`src/rtl/ex_muldiv.sv`:
```
// ex_muldiv: iterative EX-stage multiply/divide unit producing HI/LO.
// One radix-2 step per cycle (shift-add multiply, restoring divide) on
// operand magnitudes, with sign correction applied when the result is loaded.
//
// state | meaning
// IDLE  | waiting for a mult/div; accepts start unless squashed by flush
// RUN   | 32 iteration cycles; flush aborts without touching HI/LO
// DONE  | HI/LO just loaded; done_o pulses for this single cycle
module ex_muldiv (
    input  logic        clk_i,
    input  logic        rst_i,
    input  logic        start_i,
    input  logic [1:0]  op_i,
    input  logic [31:0] RDData0_i,
    input  logic [31:0] RDData1_i,
    input  logic        flush_i,
    output logic        stall_o,
    output logic        done_o,
    output logic [31:0] hi_o,
    output logic [31:0] lo_o
);

    typedef enum logic [1:0] {
        ST_IDLE = 2'd0,
        ST_RUN  = 2'd1,
        ST_DONE = 2'd2
    } state_t;

    state_t      state;
    state_t      state_next;

    logic [1:0]  op_q;
    logic [31:0] mag_a;
    logic [31:0] mag_b;
    logic        sign_a;
    logic        sign_b;
    logic [5:0]  cnt;
    logic [31:0] work_hi;
    logic [31:0] work_lo;
    logic [31:0] hi_q;
    logic [31:0] lo_q;

    // operand capture: op_i[0]==0 selects the signed variants
    logic        signed_in;
    logic        neg_a_in;
    logic        neg_b_in;
    logic [31:0] mag_a_in;
    logic [31:0] mag_b_in;
    logic        start_ok;
    logic        last_iter;

    assign signed_in = ~op_i[0];
    assign neg_a_in  = signed_in & RDData0_i[31];
    assign neg_b_in  = signed_in & RDData1_i[31];
    assign mag_a_in  = neg_a_in ? (~RDData0_i + 32'd1) : RDData0_i;
    assign mag_b_in  = neg_b_in ? (~RDData1_i + 32'd1) : RDData1_i;
    assign start_ok  = (state == ST_IDLE) && start_i && !flush_i;
    assign last_iter = (cnt == 6'd31);

    // iteration datapath; work_hi/work_lo hold partial product or remainder/quotient
    logic        is_div;
    logic [32:0] mul_sum;
    logic [31:0] mul_hi;
    logic [31:0] mul_lo;
    logic [32:0] div_shift;
    logic        div_fits;
    logic [31:0] div_hi;
    logic [31:0] div_lo;
    logic [31:0] iter_hi;
    logic [31:0] iter_lo;

    assign is_div    = op_q[1];
    assign mul_sum   = {1'b0, work_hi} + (work_lo[0] ? {1'b0, mag_a} : 33'd0);
    assign mul_hi    = mul_sum[32:1];
    assign mul_lo    = {mul_sum[0], work_lo[31:1]};
    assign div_shift = {work_hi, work_lo[31]};
    assign div_fits  = (div_shift >= {1'b0, mag_b});
    // the restored remainder is always below the divisor, so 32 bits suffice
    assign div_hi    = div_fits ? (div_shift[31:0] - mag_b) : div_shift[31:0];
    assign div_lo    = {work_lo[30:0], div_fits};
    assign iter_hi   = is_div ? div_hi : mul_hi;
    assign iter_lo   = is_div ? div_lo : mul_lo;

    // final result with sign correction; divide-by-zero bypasses it
    logic        neg_res;
    logic [63:0] prod;
    logic [63:0] prod_fix;
    logic [31:0] quot_fix;
    logic [31:0] rem_fix;
    logic [31:0] dividend_raw;
    logic        div_zero;
    logic [31:0] res_hi;
    logic [31:0] res_lo;

    assign neg_res      = sign_a ^ sign_b;
    assign prod         = {iter_hi, iter_lo};
    assign prod_fix     = neg_res ? (~prod + 64'd1) : prod;
    assign quot_fix     = neg_res ? (~iter_lo + 32'd1) : iter_lo;
    assign rem_fix      = sign_a ? (~iter_hi + 32'd1) : iter_hi;
    assign dividend_raw = sign_a ? (~mag_a + 32'd1) : mag_a;
    assign div_zero     = (mag_b == 32'd0);

    // pick the value that lands in HI/LO on the RUN->DONE edge
    always_comb begin
        res_hi = prod_fix[63:32];
        res_lo = prod_fix[31:0];
        if (is_div) begin
            if (div_zero) begin
                res_hi = dividend_raw;
                res_lo = 32'hFFFF_FFFF;
            end else begin
                res_hi = rem_fix;
                res_lo = quot_fix;
            end
        end
    end

    // state register
    always_ff @(posedge clk_i) begin
        if (!rst_i) begin
            state <= ST_IDLE;
        end else begin
            state <= state_next;
        end
    end

    // next-state logic; flush in RUN abandons the operation
    always_comb begin
        state_next = state;
        case (state)
            ST_IDLE: begin
                if (start_ok) begin
                    state_next = ST_RUN;
                end
            end
            ST_RUN: begin
                if (flush_i) begin
                    state_next = ST_IDLE;
                end else if (last_iter) begin
                    state_next = ST_DONE;
                end
            end
            ST_DONE: begin
                state_next = ST_IDLE;
            end
            default: begin
                state_next = ST_IDLE;
            end
        endcase
    end

    // operand latch and iteration registers
    always_ff @(posedge clk_i) begin
        if (!rst_i) begin
            op_q    <= 2'b00;
            mag_a   <= 32'd0;
            mag_b   <= 32'd0;
            sign_a  <= 1'b0;
            sign_b  <= 1'b0;
            cnt     <= 6'd0;
            work_hi <= 32'd0;
            work_lo <= 32'd0;
        end else if (start_ok) begin
            op_q    <= op_i;
            mag_a   <= mag_a_in;
            mag_b   <= mag_b_in;
            sign_a  <= neg_a_in;
            sign_b  <= neg_b_in;
            cnt     <= 6'd0;
            work_hi <= 32'd0;
            work_lo <= op_i[1] ? mag_a_in : mag_b_in;
        end else if (state == ST_RUN && !flush_i) begin
            cnt     <= cnt + 6'd1;
            work_hi <= iter_hi;
            work_lo <= iter_lo;
        end
    end

    // HI/LO update only when the last iteration completes
    always_ff @(posedge clk_i) begin
        if (!rst_i) begin
            hi_q <= 32'd0;
            lo_q <= 32'd0;
        end else if (state == ST_RUN && !flush_i && last_iter) begin
            hi_q <= res_hi;
            lo_q <= res_lo;
        end
    end

    assign stall_o = rst_i && (start_ok || (state == ST_RUN));
    assign done_o  = (state == ST_DONE);
    assign hi_o    = hi_q;
    assign lo_o    = lo_q;

endmodule

```
`config.mk`:
```
export PLATFORM = sky130hd
export DESIGN_NAME = ex_muldiv
export DESIGN_NICKNAME = d
export VERILOG_FILES = /design/src/rtl/ex_muldiv.sv
export SDC_FILE = /design/constraint.sdc
export NUM_CORES = 1
export LEC_CHECK = 0
export CORE_AREA = 2 2 233 235
export DETAILED_ROUTE_END_ITERATION = 10
export DIE_AREA = 0 0 235 237
export PLACE_DENSITY = 0.5
export SKIP_CTS_REPAIR_TIMING = 1
export SKIP_LAST_GASP = 1
export SYNTH_ARGS = -nofsm -noshare
export SYNTH_HDL_FRONTEND = slang
export SYNTH_SLANG_ARGS = --single-unit
export TNS_END_PERCENT = 10
```
`constraint.sdc`:
```
create_clock -name clk_i -period 4.6 [get_ports clk_i]
set_input_delay 0.46 -clock clk_i [delete_from_list [all_inputs] [get_ports clk_i]]
set_output_delay 0.46 -clock clk_i [all_outputs]
set_load 0.005 [all_outputs]
```
==> impl_metrics.toml <==
[outcome]
status = "complete, but fails checks"
violations = "setup timing"

[synth]
synth_fp_nets = 2705
synthTopCellsByCount = "nand2_1 (295), nor2_1 (284), a21oi_1 (234)"
ys_dominant_reg_cell = "dfxtp_1"
seq_area_frac_synth_pct = 22.1
synth_warnings = 0
synth.area.top_cells = "dfxtp_1 (22%), a21oi_1 (6.4%), nand2_1 (6.0%), nor2_1 (5.8%), ha_1 (4.8%)"
yosysTopAreaCell = "dfxtp_1"
yosys_register_bits = 203
ys_types = 101
yosysTopAreaCellShare_pct = 22.1
synth.most_common_cell = "nand2_1"
async_reset_ff_share_pct = 0
synth_edf_count = 0
netlist_area_um2 = 18400
avgSynthCellArea_um2 = 7.18
synthesis.instances = 2563

[sta]
maxSlewHeadroom_pct = 24.3
hold_ws_ns = 0.438
tns_ns = -0.0329
tightest_slew_ns = 1.13
final.setup.worst_slack_ns = -0.0329
finalHoldViolCount = 0
grt_setup_unrepaired = "yes"
period_share_pct = 101
setup_viol = 1
period_needed_ns = 4.63
drv_slew = 0
max_freq_ghz = 0.216
skew_ns = 0.0351

[place]
port_buffers = 135
place_congestion = 1.02
dp_hpwl_mm = 75.2
pre_cts_slack_ns = -0.111

[floorplanning]
rows = 85
die_h_um = 237
start_util_pct = 34.5
core_um2 = 53300
pin_count = 136
fp.dieW_um = 235
die_area_um2 = 55700

[setup_path]
crit_chain = "buf_12, and2_1, ha_1, nand2_1, or4_1, nor2_1, o31ai_1, and2_1, a211o_1, a32o_1, nor4_1, buf_4, nand4_1, a21oi_1, o21ai_1, a22o_1"
path_class = "reg -> reg"
required_ns = 5.08
slowest_stage = "or4_1"
slowest_delay_ns = 0.62
cp-end-kind = "flop"
crit_path_start_kind = "flop"
crit_top_cell = "and2_1"
critPathArrivalTime_ns = 5.11
cp_max_fo = 17

[layout]
diodes = 0
fill_cells = 5436
area_delta_synth_final_pct = 28.4
fin_util_pct = 44.3
design.final.nets = 3014
drive_gt1_share_pct = 16.8

[grt]
grt_max_degree = 120
grt_pass1_vias = 20600
grtUsageTotal_pct = 32.3
grt-ovfl-total = 0
grt_pass1_wl_mm = 136
antenna_found_initial = 4

[route]
avgViaCountPerCell = 6.02
wl_mm = 93.6
ant_nets = 0
drtIter0Drc = 1976
drcViolationCount = 0
num_vias = 21600
avgRoutedWirePerCell_um = 26.1
first_pass_iters = 6

[min_path]
min_path_type = "reg -> reg"

[power_and_ir_drop]
clockPowerShare_pct = 35.6
vdd_drop_max_mv = 0.275
p_int_uw = 4010
p_comb_share_pct = 34.5
total_power_uw = 6400
p_per_area_nw_per_um2 = 271
p_leak_uw = 0.00935
switching_share_pct = 37.4
p_sw_uw = 2390
pwr-share-seq_pct = 29.8

[cts]
numCtsBuffers = 27
clockBufferDepth = 3
clock-root-buffer = "clkbuf_16"
clkTransAtPathRegs_ns = 0.06
clock_sinks = 203
cts_max_level = 1
clock_latency_ns = 0.60
cts_tree = "built"

[job]
cap_viol_max_count = 0
## placed cells by master, fill, tap and decap left out, types with 61 or more instances in the layout
cell type        instances
nor2_1                 279
clkdlybuf4s50_1        135
a21oi_1                221
nor3_1                  61
a211oi_1               101
o21ai_0                148
ha_1                    61
buf_4                  312
xnor2_1                 96
nand2_1                295
dfxtp_1                200
xor2_1                  80
## worst paths after layout
path	from	end	slack (ns)	cells after the start
setup reg to reg	work_lo[0]	hi_o[24]	-0.03	16
hold / removal	hi_o[19]	hi_o[19]	0.44	2
hold reg to reg	hi_o[19]	hi_o[19]	0.44	2
setup / recovery	work_lo[0]	hi_o[24]	-0.03	16
## power groups by stage
stage                     combinational, µW  clock [µW]  sequential, µW
after floorplan                        1170           0            1920
after global placement                 2120           0            1940
after detailed placement               2120           0            1940
after CTS                              2130        2310            1900
after global routing                   2350        2370            1920
final                                  2210        2280            1910
## critical path, delay by kind of cell (launching register included)
kind | cells | cell delay, ns
compound gates | 6 | 1.27
fa+ha+maj | 1 | 0.34
simple gates | 7 | 2.14
flops | 1 | 0.36
buf+inv | 2 | 0.41
## metrics by stage
stage,std cells,cell area (µm²)
after floorplan,2563,18400
after global placement,3532,22400
after detailed placement,3532,22400
after CTS,3581,23300
after global routing,3588,23600
final,3588,23600
## flip-flops by register name (all words and copies together), names as in the netlist
signal / flops
mag_a: 32
work_hi: 32
hi_o: 32
state: 2
sign_b: 1
op_q: 1
lo_o: 32
sign_a: 1
mag_b: 32
work_lo: 32
cnt: 6
## routing by layer
metal  GRT usage, %  part of all wire, %  up-vias
met3           4.55                  6.5      225
met1           41.6                   42    10400
li1               -                    -    10100
met5              0                    0        -
met4           15.3                  5.8        0
met2           53.3                   45      917
## logic make-up (layout without fill, tap and decap cells)
logic type	count (synthesis)	count (layout)	synth area share, %
and+or+nand+nor	989	989	25.9
adders and majority gates	72	72	4.98
xor gates and xnor gates	177	177	8.43
DFF	203	203	22.1
AOI/OAI and AO/OA	824	824	29.9
buffers and inverters	236	565	5.27
muxes	62	62	3.42
## layout make-up
type                    count  area (µm²)  area share [%]
clock buffers              36         769            3.26
clock inverters            13         165           0.699
inverters                  62         234           0.991
multi-input cells        2124       13700            57.9
flip-flops and latches    203        4070            17.2
well taps                 696         871            3.69
repair buffers            454        3830            16.2
(Power assumes the default switching activity.)
